$ cat config.mk
export PLATFORM = sky130hd
export DESIGN_NAME = boa_csr_mstd_flat
export DESIGN_NICKNAME = d
export VERILOG_FILES = /design/src/rtl/boa_csr_pkg.sv /design/src/rtl/boa_csr_if.sv /design/src/rtl/boa_csr_counter64.sv /design/src/rtl/boa_csr_mstd.sv /design/src/flat_wrapper.sv
export SDC_FILE = /design/constraint.sdc
export NUM_CORES = 1
export LEC_CHECK = 0
export CAP_MARGIN = 20
export CORE_ASPECT_RATIO = 2
export CORE_MARGIN = 5
export CORE_UTILIZATION = 25
export CTS_CLUSTER_DIAMETER = 50
export DETAILED_ROUTE_END_ITERATION = 10
export SLEW_MARGIN = 20
export SYNTH_ARGS = -nofsm -noshare
export SYNTH_HDL_FRONTEND = slang
export SYNTH_SLANG_ARGS = --single-unit
$ cat constraint.sdc
create_clock -name clk -period 14.55 [get_ports clk]
set_clock_uncertainty 0.15 [all_clocks]
set_input_delay 1.455 -clock clk [delete_from_list [all_inputs] [get_ports clk]]
set_output_delay 1.455 -clock clk [all_outputs]
set_load 0.03 [all_outputs]
$ cat src/rtl/boa_csr_pkg.sv
// Shared definitions for the Boa M-mode standard CSR file.
// Latency: n/a (constants, types and a pure helper function).
// Backpressure: n/a.
package boa_csr_pkg;

  // CSR addresses served by this overlay port
  localparam logic [11:0] CSR_MSTATUS   = 12'h300;
  localparam logic [11:0] CSR_MISA      = 12'h301;
  localparam logic [11:0] CSR_MIE       = 12'h304;
  localparam logic [11:0] CSR_MTVEC     = 12'h305;
  localparam logic [11:0] CSR_MSCRATCH  = 12'h340;
  localparam logic [11:0] CSR_MEPC      = 12'h341;
  localparam logic [11:0] CSR_MCAUSE    = 12'h342;
  localparam logic [11:0] CSR_MIP       = 12'h344;
  localparam logic [11:0] CSR_MHARTID   = 12'hF14;
  localparam logic [11:0] CSR_MCYCLE    = 12'hB00;
  localparam logic [11:0] CSR_MINSTRET  = 12'hB02;
  localparam logic [11:0] CSR_MCYCLEH   = 12'hB80;
  localparam logic [11:0] CSR_MINSTRETH = 12'hB82;
  localparam logic [11:0] CSR_CYCLE     = 12'hC00;
  localparam logic [11:0] CSR_INSTRET   = 12'hC02;
  localparam logic [11:0] CSR_CYCLEH    = 12'hC80;
  localparam logic [11:0] CSR_INSTRETH  = 12'hC82;

  // mstatus field positions
  localparam int MSTATUS_MIE_BIT  = 3;
  localparam int MSTATUS_MPIE_BIT = 7;
  localparam int MSTATUS_MPP_LO   = 11;
  localparam int MSTATUS_MPP_HI   = 12;

  // RV32 with the I extension only
  localparam logic [31:0] MISA_VAL = 32'h4000_0100;

  typedef struct packed {
    logic [18:0] rsv_hi;
    logic [1:0]  mpp;
    logic [2:0]  rsv_mid;
    logic        mpie;
    logic [2:0]  rsv_lo2;
    logic        mie;
    logic [2:0]  rsv_lo;
  } mstatus_t;

  // Only M (11) and U (00) exist; S and the reserved level collapse to U.
  function automatic logic [1:0] mpp_warl(input logic [1:0] v);
    return ((v == 2'b01) || (v == 2'b10)) ? 2'b00 : v;
  endfunction

endpackage

$ cat src/rtl/boa_csr_if.sv
// CSR access bus and trap/return/interrupt bus between pipeline and CSR file.
// Latency: reads are combinational; writes and events commit at the clock edge.
// Backpressure: none; every access and event is accepted in its cycle.
interface boa_csr_bus;
  logic [11:0] addr;
  logic        we;
  logic [31:0] wdata;
  logic [31:0] rdata;
  logic        exists;
  logic        rdonly;
  logic [1:0]  priv;

  modport CSR (input addr, we, wdata, output rdata, exists, rdonly, priv);
  modport CPU (output addr, we, wdata, input rdata, exists, rdonly, priv);
endinterface

interface boa_csr_ex_bus;
  logic        ex_trap;
  logic        ex_irq;
  logic [4:0]  ex_cause;
  logic [30:0] ex_epc;
  logic [1:0]  ex_pp;
  logic [1:0]  ex_priv;
  logic        ret;
  logic [31:0] irq_ip;
  logic [29:0] ex_tvec;
  logic [1:0]  ret_pp;
  logic [30:0] ret_epc;
  logic [31:0] irq_mie;
  logic [31:0] irq_mideleg;
  logic [31:0] irq_medeleg;
  logic [31:0] irq_sie;

  modport CSR (input ex_trap, ex_irq, ex_cause, ex_epc, ex_pp, ex_priv, ret, irq_ip,
               output ex_tvec, ret_pp, ret_epc, irq_mie, irq_mideleg, irq_medeleg, irq_sie);
  modport CPU (output ex_trap, ex_irq, ex_cause, ex_epc, ex_pp, ex_priv, ret, irq_ip,
               input ex_tvec, ret_pp, ret_epc, irq_mie, irq_mideleg, irq_medeleg, irq_sie);
endinterface

$ cat src/rtl/boa_csr_counter64.sv
// 64-bit event counter with per-half 32-bit load.
// Latency: new value visible one cycle after the edge that loads/increments it.
// Backpressure: none; a load in either half suppresses that cycle's increment.
module boa_csr_counter64 (
  input  logic        clk_i,
  input  logic        rst_i,
  input  logic        inc_i,
  input  logic        we_lo_i,
  input  logic        we_hi_i,
  input  logic [31:0] wdata_i,
  output logic [63:0] cnt_o
);

  logic [63:0] cnt_q;
  logic [63:0] cnt_d;

  // A load wins over counting; the 64-bit add carries into the high word in the same cycle.
  always_comb begin
    cnt_d = cnt_q;
    if (we_lo_i || we_hi_i) begin
      if (we_lo_i) cnt_d[31:0]  = wdata_i;
      if (we_hi_i) cnt_d[63:32] = wdata_i;
    end else if (inc_i) begin
      cnt_d = cnt_q + 64'd1;
    end
  end

  // Counter state register.
  always_ff @(posedge clk_i or posedge rst_i) begin
    if (rst_i) cnt_q <= '0;
    else       cnt_q <= cnt_d;
  end

  assign cnt_o = cnt_q;

endmodule

$ cat src/rtl/boa_csr_mstd.sv
// M-mode standard CSR file: trap CSRs, ID CSRs and (with BOA_CSR_COUNTERS_EN) cycle/instret.
// Latency: 0-cycle combinational read; writes, traps and returns commit at the clock edge.
// Backpressure: none; per field a trap beats a return, which beats a CSR write.
module boa_csr_mstd
  import boa_csr_pkg::*;
#(
  parameter logic [31:0] HARTID      = 32'd0,
  parameter logic [31:0] MTVEC_RESET = 32'h0000_0000
) (
  input  logic   clk,
  input  logic   rst,
  input  logic   retire,
  boa_csr_bus.CSR    csr,
  boa_csr_ex_bus.CSR ex
);

  logic        st_mie_q, st_mie_d;
  logic        st_mpie_q, st_mpie_d;
  logic [1:0]  st_mpp_q, st_mpp_d;
  logic [31:0] mie_q, mie_d;
  logic [29:0] mtvec_q, mtvec_d;
  logic [31:0] mscratch_q, mscratch_d;
  logic [30:0] mepc_q, mepc_d;
  logic [31:0] mcause_q, mcause_d;

  logic        rd_exists;
  logic [31:0] rd_val;
  mstatus_t    st_view;
  logic        wr_en;
  logic        trap;
  logic        unused_sig;

  assign trap  = ex.ex_trap | ex.ex_irq;
  assign wr_en = csr.we && rd_exists && (csr.addr[11:10] != 2'b11);

`ifdef BOA_CSR_COUNTERS_EN
  logic [63:0] mcycle;
  logic [63:0] minstret;

  boa_csr_counter64 u_mcycle (
    .clk_i   (clk),
    .rst_i   (rst),
    .inc_i   (1'b1),
    .we_lo_i (wr_en && (csr.addr == CSR_MCYCLE)),
    .we_hi_i (wr_en && (csr.addr == CSR_MCYCLEH)),
    .wdata_i (csr.wdata),
    .cnt_o   (mcycle)
  );

  boa_csr_counter64 u_minstret (
    .clk_i   (clk),
    .rst_i   (rst),
    .inc_i   (retire),
    .we_lo_i (wr_en && (csr.addr == CSR_MINSTRET)),
    .we_hi_i (wr_en && (csr.addr == CSR_MINSTRETH)),
    .wdata_i (csr.wdata),
    .cnt_o   (minstret)
  );

  assign unused_sig = ^ex.ex_priv;
`else
  assign unused_sig = ^{ex.ex_priv, retire};
`endif

  // Address decode and read mux; unknown addresses read as all-zero and not existing.
  always_comb begin
    st_view      = '0;
    st_view.mie  = st_mie_q;
    st_view.mpie = st_mpie_q;
    st_view.mpp  = st_mpp_q;
    rd_exists    = 1'b1;
    rd_val       = '0;
    case (csr.addr)
      CSR_MSTATUS:  rd_val = st_view;
      CSR_MISA:     rd_val = MISA_VAL;
      CSR_MIE:      rd_val = mie_q;
      CSR_MTVEC:    rd_val = {mtvec_q, 2'b00};
      CSR_MSCRATCH: rd_val = mscratch_q;
      CSR_MEPC:     rd_val = {mepc_q, 1'b0};
      CSR_MCAUSE:   rd_val = mcause_q;
      CSR_MIP:      rd_val = ex.irq_ip;
      CSR_MHARTID:  rd_val = HARTID;
`ifdef BOA_CSR_COUNTERS_EN
      CSR_MCYCLE,    CSR_CYCLE:    rd_val = mcycle[31:0];
      CSR_MCYCLEH,   CSR_CYCLEH:   rd_val = mcycle[63:32];
      CSR_MINSTRET,  CSR_INSTRET:  rd_val = minstret[31:0];
      CSR_MINSTRETH, CSR_INSTRETH: rd_val = minstret[63:32];
`endif
      default:      rd_exists = 1'b0;
    endcase
  end

  assign csr.exists = rd_exists;
  assign csr.rdata  = rd_val;
  assign csr.rdonly = rd_exists && (csr.addr[11:10] == 2'b11);
  assign csr.priv   = rd_exists ? csr.addr[9:8] : 2'b00;

  // Next state: write first, then return, then trap, so later assignments win per field.
  always_comb begin
    st_mie_d   = st_mie_q;
    st_mpie_d  = st_mpie_q;
    st_mpp_d   = st_mpp_q;
    mie_d      = mie_q;
    mtvec_d    = mtvec_q;
    mscratch_d = mscratch_q;
    mepc_d     = mepc_q;
    mcause_d   = mcause_q;
    if (wr_en) begin
      case (csr.addr)
        CSR_MSTATUS: begin
          st_mie_d  = csr.wdata[MSTATUS_MIE_BIT];
          st_mpie_d = csr.wdata[MSTATUS_MPIE_BIT];
          st_mpp_d  = mpp_warl(csr.wdata[MSTATUS_MPP_HI:MSTATUS_MPP_LO]);
        end
        CSR_MIE:      mie_d      = csr.wdata;
        CSR_MTVEC:    mtvec_d    = csr.wdata[31:2];
        CSR_MSCRATCH: mscratch_d = csr.wdata;
        CSR_MEPC:     mepc_d     = csr.wdata[31:1];
        CSR_MCAUSE:   mcause_d   = csr.wdata;
        default:      ;
      endcase
    end
    if (ex.ret) begin
      st_mie_d  = st_mpie_q;
      st_mpie_d = 1'b1;
      st_mpp_d  = 2'b00;
    end
    if (trap) begin
      mepc_d    = ex.ex_epc;
      mcause_d  = {ex.ex_irq, 26'b0, ex.ex_cause};
      st_mpie_d = st_mie_q;
      st_mie_d  = 1'b0;
      st_mpp_d  = ex.ex_pp;
    end
  end

  // CSR state registers; reset drops any update in flight.
  always_ff @(posedge clk or posedge rst) begin
    if (rst) begin
      st_mie_q   <= 1'b0;
      st_mpie_q  <= 1'b0;
      st_mpp_q   <= 2'b11;
      mie_q      <= '0;
      mtvec_q    <= MTVEC_RESET[31:2];
      mscratch_q <= '0;
      mepc_q     <= '0;
      mcause_q   <= '0;
    end else begin
      st_mie_q   <= st_mie_d;
      st_mpie_q  <= st_mpie_d;
      st_mpp_q   <= st_mpp_d;
      mie_q      <= mie_d;
      mtvec_q    <= mtvec_d;
      mscratch_q <= mscratch_d;
      mepc_q     <= mepc_d;
      mcause_q   <= mcause_d;
    end
  end

  assign ex.ex_tvec     = mtvec_q;
  assign ex.ret_pp      = st_mpp_q;
  assign ex.ret_epc     = mepc_q;
  assign ex.irq_mie     = st_mie_q ? mie_q : 32'b0;
  assign ex.irq_mideleg = 32'b0;
  assign ex.irq_medeleg = 32'b0;
  assign ex.irq_sie     = 32'b0;

endmodule
$ cat src/flat_wrapper.sv
// flat-port wrapper written by rule: the top's interface ports become plain ports
module boa_csr_mstd_flat import boa_csr_pkg::*;
#(
  parameter logic [31:0] HARTID      = 32'd0,
  parameter logic [31:0] MTVEC_RESET = 32'h0000_0000
)
  (clk, rst, retire, csr_addr, csr_we, csr_wdata, csr_rdata, csr_exists, csr_rdonly, csr_priv, ex_ex_trap, ex_ex_irq, ex_ex_cause, ex_ex_epc, ex_ex_pp, ex_ex_priv, ex_ret, ex_irq_ip, ex_ex_tvec, ex_ret_pp, ex_ret_epc, ex_irq_mie, ex_irq_mideleg, ex_irq_medeleg, ex_irq_sie);
  boa_csr_bus csr_i ();
  boa_csr_ex_bus ex_i ();
  input  logic clk;
  input  logic rst;
  input  logic retire;
  input wire logic [$bits(csr_i.addr)-1:0] csr_addr;
  input wire logic [$bits(csr_i.we)-1:0] csr_we;
  input wire logic [$bits(csr_i.wdata)-1:0] csr_wdata;
  output wire logic [$bits(csr_i.rdata)-1:0] csr_rdata;
  output wire logic [$bits(csr_i.exists)-1:0] csr_exists;
  output wire logic [$bits(csr_i.rdonly)-1:0] csr_rdonly;
  output wire logic [$bits(csr_i.priv)-1:0] csr_priv;
  input wire logic [$bits(ex_i.ex_trap)-1:0] ex_ex_trap;
  input wire logic [$bits(ex_i.ex_irq)-1:0] ex_ex_irq;
  input wire logic [$bits(ex_i.ex_cause)-1:0] ex_ex_cause;
  input wire logic [$bits(ex_i.ex_epc)-1:0] ex_ex_epc;
  input wire logic [$bits(ex_i.ex_pp)-1:0] ex_ex_pp;
  input wire logic [$bits(ex_i.ex_priv)-1:0] ex_ex_priv;
  input wire logic [$bits(ex_i.ret)-1:0] ex_ret;
  input wire logic [$bits(ex_i.irq_ip)-1:0] ex_irq_ip;
  output wire logic [$bits(ex_i.ex_tvec)-1:0] ex_ex_tvec;
  output wire logic [$bits(ex_i.ret_pp)-1:0] ex_ret_pp;
  output wire logic [$bits(ex_i.ret_epc)-1:0] ex_ret_epc;
  output wire logic [$bits(ex_i.irq_mie)-1:0] ex_irq_mie;
  output wire logic [$bits(ex_i.irq_mideleg)-1:0] ex_irq_mideleg;
  output wire logic [$bits(ex_i.irq_medeleg)-1:0] ex_irq_medeleg;
  output wire logic [$bits(ex_i.irq_sie)-1:0] ex_irq_sie;
  assign csr_i.addr = csr_addr;
  assign csr_i.we = csr_we;
  assign csr_i.wdata = csr_wdata;
  assign csr_rdata = csr_i.rdata;
  assign csr_exists = csr_i.exists;
  assign csr_rdonly = csr_i.rdonly;
  assign csr_priv = csr_i.priv;
  assign ex_i.ex_trap = ex_ex_trap;
  assign ex_i.ex_irq = ex_ex_irq;
  assign ex_i.ex_cause = ex_ex_cause;
  assign ex_i.ex_epc = ex_ex_epc;
  assign ex_i.ex_pp = ex_ex_pp;
  assign ex_i.ex_priv = ex_ex_priv;
  assign ex_i.ret = ex_ret;
  assign ex_i.irq_ip = ex_irq_ip;
  assign ex_ex_tvec = ex_i.ex_tvec;
  assign ex_ret_pp = ex_i.ret_pp;
  assign ex_ret_epc = ex_i.ret_epc;
  assign ex_irq_mie = ex_i.irq_mie;
  assign ex_irq_mideleg = ex_i.irq_mideleg;
  assign ex_irq_medeleg = ex_i.irq_medeleg;
  assign ex_irq_sie = ex_i.irq_sie;
  boa_csr_mstd #(.HARTID(HARTID), .MTVEC_RESET(MTVEC_RESET)) u_core (.clk(clk), .rst(rst), .retire(retire), .csr(csr_i), .ex(ex_i));
endmodule
==> flow_summary.toml, run 1 <==
[power]
pwr-share-seq = 0.431
p_sw_uw = 306.2
leakage_nw = 5.343
pwr-share-comb = 0.148
clkPwrFrac = 0.421
p_per_area_nw_per_um2 = 87.76
vdd_ir_drop_max_mv = 0.07952
internal_power_uw = 774.4
switching_share = 0.2833

[final_layout]
instances_no_fill = 1578
fillers = 3703
fin_nets = 1233
final_cell_mix = "clkdlybuf4s50_1 (248), dfrtp_1 (159), nand2_1 (132), conb_1 (96), mux2_2 (67)"
syn_to_final_growth_pct = 35.09
final_util = 0.3392
drive_above_1_share = 0.1472
layout_commonest_cell = "clkdlybuf4s50_1"

[route]
initialDrtViolationCount = 436
routed_via_density = 4.791
vias = 7560
wl_microns = 34270
drc = 0
antenna_left = 0
post_drt_wl_per_cell_microns = 21.72
drt-pass1-iter-count = 7

[sta]
finalSetupViolCount = 0
worst_pin_slew_ns = 0.9144
fin_ws_ns = 7.970
period_share = 0.4523
setup_tns_ns = 0
max_freq_ghz = 0.1520
drv_slew = 0
slew-limit-headroom = 0.3904
rsz0062_at_grt = "no"
hold_ws_ns = 0.3567
min_period_ns = 6.580
final-hold-violation-count = 0

[clock_network]
clk_latency_ns = 0.43
htree_num_levels = 4
clkSinkCount = 161
cts.clk_slew.worst_paths_ns = 0.06
cts_made_buffers = 17
holdBufCountCts = 0
cts_resized = 0
clock_path_buffers = 2
cts-root-buf = "clkbuf_16"
cts_setup_buffers = 0
cts_tree = "built"

[place]
dp.final_hpwl_microns = 24090
dp_slack_ns = 7.947
place_congestion = 0.7936
port_buffers = 250
dpl.cell_count = 1545

[critical_path]
endpoint_kind = "output pin"
crit_type = "input pin to output pin"
arrival_ns = 4.98
start_kind = "input pin"
critPathRequiredTime_ns = 12.94
crit_fanout = 17

[die]
core_sq_um = 36290
initial_core_util = 0.2511
rows = 99
dieWidth_microns = 145.0
io_pins = 350
die_h_microns = 280.0
die-area_sq_um = 40610

[yosys]
netlist_area_sq_um = 9114
synth_warnings = 0
yosysSeqAreaShare = 0.4423
synth_cells = 882
ys_async_sr_fraction = 1.000
ys_seq_elements = 161
synth-main-ff-cell = "dfrtp_1"
synth_cell_types = 50
synth_edf_count = 0
synth.avg_cell_area_sq_um = 10.33

[global_routing]
grt_pass1_wl_microns = 50620
grt.overflow.total = 0
grt_pass1_vias = 7863
antenna_found_initial = 5
grt_usage = 0.1644
grt_max_degree = 66

[job]
cap_violations = 0

[outcome]
status = "completed"

[worst_hold_path]
hold_class = "flip-flop to flip-flop"
==> cells by family (layout without fill, tap and decap cells) <==
group                  after synthesis  count (layout)  share of synthesized area
and+or+nand+nor                    252             252                     0.1281
muxes                              162             162                     0.2036
other                                1              99                  0.0004115
buffers and inverters              156             300                     0.1083
DFF                                161             161                     0.4423
AOI/OAI and AO/OA                  150             150                     0.1172
==> state kept, by name, indices dropped and copies added, names as in the netlist <==
register / cells
u_core.ex.ret_epc: 31
u_core.mscratch_q: 32
u_core.st_mie_q: 1
u_core.mcause_q: 32
u_core.ex.ret_pp: 2
u_core.ex.ex_tvec: 30
u_core.mie_q: 32
u_core.st_mpie_q: 1
==> layout make-up <==
cell class / count / area (sq um) / area share
clock buffers: 20 / 456.7 / 0.03709
diodes: 3 / 7.507 / 0.0006098
inverters: 3 / 16.27 / 0.001321
clock inverters: 10 / 111.4 / 0.009045
well taps: 454 / 568.0 / 0.04614
multi-input cells: 660 / 4501 / 0.3655
repair buffers: 267 / 2620 / 0.2128
flip-flops and latches: 161 / 4031 / 0.3274
==> synthesized netlist by cell type (all sizes together) (2+ instances only) <==
| cell | count | share of area |
|---|---|---|
| o22ai | 30 | 0.021 |
| inv | 3 | 0.0012 |
| a21oi | 29 | 0.016 |
| nor4 | 2 | 0.0030 |
| nand3 | 6 | 0.0038 |
| dfstp | 2 | 0.0058 |
| nor3 | 6 | 0.0049 |
| nand2 | 132 | 0.054 |
| o2111ai | 2 | 0.0019 |
| a221o | 27 | 0.030 |
| mux2i | 65 | 0.071 |
| a31oi | 36 | 0.025 |
| a21boi | 3 | 0.0029 |
| nand2b | 3 | 0.0021 |
| a211oi | 3 | 0.0038 |
| o22a | 2 | 0.0019 |
| a32o | 2 | 0.0022 |
| nor2 | 49 | 0.020 |
| o21ai | 3 | 0.0016 |
| clkbuf | 40 | 0.016 |
| buf | 113 | 0.091 |
| nand4 | 5 | 0.0034 |
| dfrtp | 159 | 0.44 |
| nor3b | 2 | 0.0029 |
| mux2 | 97 | 0.13 |
| nor2b | 5 | 0.0034 |
| a311o | 3 | 0.0033 |
| a21o | 2 | 0.0016 |
| and2 | 37 | 0.025 |
| a22oi | 4 | 0.0033 |
==> stage by stage <==
stage	area [sq um]	power, mW
floorplan	9470	0.5800
global placement	11740	0.6330
detailed placement	11740	0.6346
CTS	12300	1.096
global route	12310	1.121
finish	12310	1.081
==> path summary, 6_finish.rpt <==
| check | start | end | slack (ns) | cells past startpoint |
|---|---|---|---|---|
| worst min register to register | u_core.mscratch_q[30] | u_core.mscratch_q[30] | 0.36 | 1 |
| worst max register to register | u_core.st_mie_q | u_core.st_mie_q | 13.07 | 3 |
| max in group asynchronous | rst | u_core.mie_q[16] | 11.74 | 3 |
| worst min-delay path | u_core.mscratch_q[30] | u_core.mscratch_q[30] | 0.36 | 1 |
| worst max-delay path | csr_addr[7] | csr_rdata[5] | 7.97 | 7 |
| min in group asynchronous | rst | u_core.mie_q[0] | 1.24 | 2 |
==> metal layers <==
| layer | GRT usage | up-vias | wire length [microns] |
|---|---|---|---|
| li1 | - | 3387 | - |
| met4 | 0.07443 | 4 | 1284 |
| met5 | 0 | - | 28 |
| met1 | 0.1674 | 3766 | 11920 |
| met3 | 0.04041 | 69 | 2086 |
| met2 | 0.3122 | 334 | 18950 |
==> critical path, stage by stage <==
cell and delay, ns:
clkdlybuf4s50_1 0.54, nor4_4 0.54, nand3_2 0.35, nor3_4 0.72
buf_4 0.43, a221o_1 0.22, clkdlybuf4s50_1 0.69
==> power by group through the flow <==
stage,Combinational (mW),Sequential (mW),Clock [mW]
after floorplan,0.0921,0.488,0
after detailed placement,0.160,0.474,0
final,0.160,0.466,0.454
after global placement,0.159,0.474,0
after CTS,0.161,0.466,0.469
after global routing,0.170,0.467,0.484
Power figures use the tool's default switching activity.
==> run 2, diff against run 1 <==
==> constraint.sdc (replaced) <==
create_clock -name clk -period 6.1 [get_ports clk]
set_clock_uncertainty 0.15 [all_clocks]
set_input_delay 0.61 -clock clk [delete_from_list [all_inputs] [get_ports clk]]
set_output_delay 0.61 -clock clk [all_outputs]
set_load 0.03 [all_outputs]
==> run 2 against run 1 <==
  * Non-clock buffer count up 2
  * Sequential share of layout area down 0.24 points
  * Core utilization up 0.26 points
  * Global-route usage down 0.34 points
  * Final cell count up 0.44%
  * Clock power rose to 2.5 times the previous value
  * Register-to-register slack worse by 8.5 ns
  * Sequential power up 140%
==> flow_summary.toml, run 2 (same netlist as run 1, synthesis figures left out) <==
[die]
initial_core_util = 0.2511
core_sq_um = 36290
io_pins = 350
die-area_sq_um = 40610
rows = 99
dieWidth_microns = 145.0
die_h_microns = 280.0

[critical_path]
r2r_start = "u_core.st_mie_q"
crit_chain = "clkdlybuf4s50_1 -> nor4b_1 -> nand3_2 -> buf_4 -> o22ai_1 -> a221o_1 -> clkdlybuf4s50_1"
endpoint_kind = "output pin"
arrival_ns = 4.09
max_stage_delay_ns = 0.77
r2r_end = "u_core.st_mie_q"
crit_family = "buffers and inverters"
r2r_slack_ns = 4.60
crit_path_top_delay_cell = "clkdlybuf4s50_1"
crit_type = "input pin to output pin"
critPathRequiredTime_ns = 5.34
critPathBufInv = 3
crit_top_cell = "clkdlybuf4s50_1"
start_kind = "input pin"
r2r_cells = 3
crit_fanout = 15

[clock_network]
cts_resized = 0
cts.clk_slew.worst_paths_ns = 0.06
htree_num_levels = 4
cts_tree = "built"
cts_setup_buffers = 0
clock_path_buffers = 2
holdBufCountCts = 0
cts_made_buffers = 17
cts-root-buf = "clkbuf_16"
clk_latency_ns = 0.44
clkSinkCount = 161

[worst_hold_path]
min_to = "u_core.mscratch_q[11]"
worstHoldStart = "u_core.mscratch_q[11]"
holdPathStages = 1
hold_class = "flip-flop to flip-flop"

[power]
internal_power_mw = 1.924
p_per_area_nw_per_um2 = 212.5
pwr-share-seq = 0.422
leakage_nw = 5.381
switching_share = 0.2704
power_mw = 2.636
vdd_ir_drop_max_mv = 0.2057
p_sw_uw = 712.8
clkPwrFrac = 0.434
pwr-share-comb = 0.145

[route]
wl_microns = 34010
post_drt_wl_per_cell_microns = 21.46
drt-pass1-iter-count = 5
initialDrtViolationCount = 339
vias = 7523
drc = 0
routed_via_density = 4.746
antenna_left = 0

[global_routing]
grt_usage = 0.1610
antenna_found_initial = 6
grt_pass1_wl_microns = 49710
grt.overflow.total = 0
grt_max_degree = 83
grt_pass1_vias = 7775

[place]
port_buffers = 250
place_area_sq_um = 11780
dp.final_hpwl_microns = 24650
dp_slack_ns = 1.186
place_congestion = 0.8075

[final_layout]
fin_nets = 1235
fin_area_sq_um = 12400
layout_commonest_cell = "clkdlybuf4s50_1"
largest_registers = "u_core.mcause_q: 32 flops, u_core.mie_q: 32 flops, u_core.mscratch_q: 32 flops"
syn_to_final_growth_pct = 36.11
final_cell_mix = "clkdlybuf4s50_1 (248), dfrtp_1 (159), nand2_1 (132), conb_1 (96), mux2_2 (67)"
drive_above_1_share = 0.1476

[sta]
drv_slew = 0
worst_pin_slew_ns = 0.8576
fin_ws_ns = 1.253
finalSetupViolCount = 0
setup_tns_ns = 0
final-hold-violation-count = 0
rsz0062_at_grt = "no"
max_freq_ghz = 0.2063
slew-limit-headroom = 0.4283
hold_ws_ns = 0.3582
min_period_ns = 4.847
period_share = 0.7945

[job]
cap_violations = 0

[outcome]
status = "completed"
[run 2: cell count changes in the layout (fill, tap and decap cells not counted), sizes merged]
| cell | change |
|---|---|
| buf | +2 |
| bufinv | +2 |
| clkbuf | +2 |
| clkinvlp | -1 |
| diode | +3 |
| inv | -1 |
[run 2: worst register-to-register path, stage by stage (launching register included)]
cell and delay, ns:
dfrtp_1 0.74, nor2b_1 0.22, a211oi_1 0.06, a211oi_1 0.23
[run 2: worst max-delay path by stage]
stage,from,to,slack [ns],depth (start not counted)
2_1_floorplan,rst,u_core.ex.ex_tvec[0],1.0,1
3_3_place_gp,csr_addr[11],csr_rdata[19],1.21,8
3_5_place_dp,csr_addr[2],csr_rdata[19],1.19,7
4_1_cts,csr_addr[2],csr_rdata[19],1.18,7
5_1_grt,csr_addr[2],csr_rdata[19],1.08,7
6_report,csr_addr[2],csr_rdata[19],1.25,7
[run 2: final cells by class]
type | instances | area, sq um
Timing Repair Buffer | 269 | 2660
Clock inverter | 10 | 158.9
Antenna cell | 6 | 15.01
Sequential cell | 161 | 4031
Clock buffer | 22 | 454.2
Tap cell | 454 | 568.0
Multi-Input combinational cell | 660 | 4501
Fill cell | 3726 | 23890
Inverter | 3 | 16.27
[run 2: power by group through the flow]
stage                     sequential, mW  clock [mW]  combinational, mW
after CTS                           1.11        1.18              0.384
after detailed placement            1.13           0              0.382
after floorplan                     1.16           0              0.220
after global placement              1.13           0              0.380
after global routing                1.11        1.21              0.407
final                               1.11        1.14              0.382
[run 2: metal layers]
metal | global-route usage | wire length (microns) | up-vias | part of all wire
met4 | 0.08821 | 1619 | 4 | 0.048
met3 | 0.03653 | 1965 | 67 | 0.058
met5 | 0 | 24 | - | 0.00071
li1 | - | - | 3381 | -
met1 | 0.1638 | 11770 | 3750 | 0.35
met2 | 0.3007 | 18630 | 321 | 0.55
[run 2: through the flow]
stage,utilization,std cells
2_1_floorplan,-,977
3_3_place_gp,0.3245,1547
3_5_place_dp,0.3245,1547
4_1_cts,0.3414,1579
5_1_grt,0.3416,1583
6_report,0.3418,1585
==> run 3, diff against run 2 <==
==> constraint.sdc (replaced) <==
create_clock -name clk -period 4.3 [get_ports clk]
set_clock_uncertainty 0.15 [all_clocks]
set_input_delay 0.43 -clock clk [delete_from_list [all_inputs] [get_ports clk]]
set_output_delay 0.43 -clock clk [all_outputs]
set_load 0.03 [all_outputs]
==> run 3 against run 2 <==
  * Sequential power grew 42%
  * Die area is the same
  * Wire length grew 0.61%
  * Clock power grew 51%
  * First-iteration DRC count grew 7.7%
  * Global-route usage grew 0.14 points
  * Cell area grew 0.85%
==> flow_summary.toml, run 3 (same netlist as run 1, synthesis figures left out) <==
[critical_path]
critPathBufInv = 3
critPathRequiredTime_ns = 3.72
r2r_cells = 3
crit_type = "input pin to output pin"
crit_top_cell = "clkdlybuf4s50_1"
crit_cells = 7
crit_path_top_delay_cell = "clkdlybuf4s50_1"
r2r_start = "u_core.st_mie_q"
crit_fanout = 25
r2r_slack_ns = 2.73
endpoint_kind = "output pin"
max_stage_delay_ns = 0.70
start_kind = "input pin"
crit_family = "buffers and inverters"
startpoint = "csr_addr[3]"
crit_end = "csr_rdata[19]"
crit_chain = "clkdlybuf4s50_1 -> nor4_4 -> nand3_2 -> nor3_4 -> buf_12 -> a221o_1 -> clkdlybuf4s50_1"
arrival_ns = 3.26
r2r_end = "u_core.st_mie_q"

[place]
port_buffers = 250
dp.final_hpwl_microns = 24600
place_congestion = 0.8144

[clock_network]
holdBufCountCts = 0
cts_made_buffers = 17
cts_tree = "built"
cts.clk_slew.worst_paths_ns = 0.07
htree_num_levels = 4
clock_path_buffers = 2
clkSinkCount = 161
cts_resized = 0
cts_setup_buffers = 0
cts-root-buf = "clkbuf_16"
clk_latency_ns = 0.44

[route]
initialDrtViolationCount = 365
antenna_left = 0
vias = 7580
drc = 0
drt-pass1-iter-count = 6
wl_microns = 34220
post_drt_wl_per_cell_microns = 21.56
routed_via_density = 4.776

[sta]
max_freq_ghz = 0.2605
rsz0062_at_grt = "no"
drv_slew = 0
setup_tns_ns = 0
final-hold-violation-count = 0
period_share = 0.8926
slew-limit-headroom = 0.3541
min_period_ns = 3.838
worst_pin_slew_ns = 0.9666
finalSetupViolCount = 0

[final_layout]
syn_to_final_growth_pct = 37.26
largest_registers = "u_core.mcause_q: 32 flops, u_core.mie_q: 32 flops, u_core.mscratch_q: 32 flops"
final_cell_mix = "clkdlybuf4s50_1 (248), dfrtp_1 (159), nand2_1 (132), conb_1 (96), mux2_2 (67)"
layout_commonest_cell = "clkdlybuf4s50_1"
fillers = 3643
fin_nets = 1240
drive_above_1_share = 0.1531

[die]
initial_core_util = 0.2511
die-area_sq_um = 40610
io_pins = 350
core_sq_um = 36290
dieWidth_microns = 145.0
rows = 99
die_h_microns = 280.0

[job]
cap_violations = 0

[global_routing]
grt.overflow.total = 0
grt_usage = 0.1624
grt_max_degree = 86
grt_pass1_wl_microns = 49900
grt_pass1_vias = 8007
antenna_found_initial = 6

[outcome]
status = "completed"

[power]
p_per_area_nw_per_um2 = 307.4
leakage_nw = 5.430
vdd_ir_drop_max_mv = 0.2731
power_mw = 3.845

[worst_hold_path]
hold_class = "input pin to async pin"
run 3: cell types whose count changed in the layout (fill, tap and decap cells not counted), sizes merged:
cell and delta:
diode -3, buf +5, bufinv +1, clkinvlp +1, clkinv -1, clkbuf -2, inv +1
run 3: where the power goes:
part	internal (mW)	switching, mW	leakage, nW
registers	1.55	0.0297	2.15
clock network	1.05	0.671	0.311
logic	0.200	0.346	2.97
run 3: area by class of cell:
| cell class | count | area, sq um | share of cell area |
|---|---|---|---|
| Antenna cell | 3 | 7.507 | 0.0006001 |
| Inverter | 3 | 15.01 | 0.001200 |
| Clock buffer | 20 | 446.7 | 0.03571 |
| Timing Repair Buffer | 274 | 2735 | 0.2186 |
| Multi-Input combinational cell | 660 | 4501 | 0.3598 |
| Sequential cell | 161 | 4031 | 0.3223 |
| Clock inverter | 12 | 205.2 | 0.01640 |
| Tap cell | 454 | 568.0 | 0.04541 |
run 3: layer usage:
metal  up-vias  wire length [microns]  share of wire  global-route usage
li1       3401                      -              -                   -
met5         -                     27        0.00079                   0
met4         4                   1421          0.042             0.07999
met1      3790                  12450           0.36              0.1691
met3        70                   1950          0.057             0.03766
met2       315                  18370           0.54              0.3027
run 3: worst min-delay path by stage:
| stage | startpoint | end | slack, ns | cells after the start |
|---|---|---|---|---|
| after global routing | u_core.mscratch_q[30] | u_core.mscratch_q[30] | 0.37 | 1 |
| after floorplan | u_core.mscratch_q[0] | u_core.mscratch_q[0] | 0.33 | 1 |
| after detailed placement | u_core.mscratch_q[0] | u_core.mscratch_q[0] | 0.35 | 1 |
| after global placement | u_core.mscratch_q[5] | u_core.mscratch_q[5] | 0.34 | 1 |
| after CTS | rst | u_core.ex.ret_epc[12] | 0.36 | 2 |
| final | rst | u_core.ex.ret_epc[4] | 0.36 | 2 |
run 3: stage by stage:
step	hold slack (ns)	cell area, sq um	worst slack, ns	util	cells
floorplan	0.3299	9474	1.476	-	977
global placement	0.3386	11850	0.4860	0.3265	1552
detailed placement	0.3451	11850	0.4503	0.3265	1552
CTS	0.3579	12500	0.4367	0.3445	1584
global route	0.3746	12510	0.3215	0.3447	1587
finish	0.3569	12510	0.4619	0.3447	1587
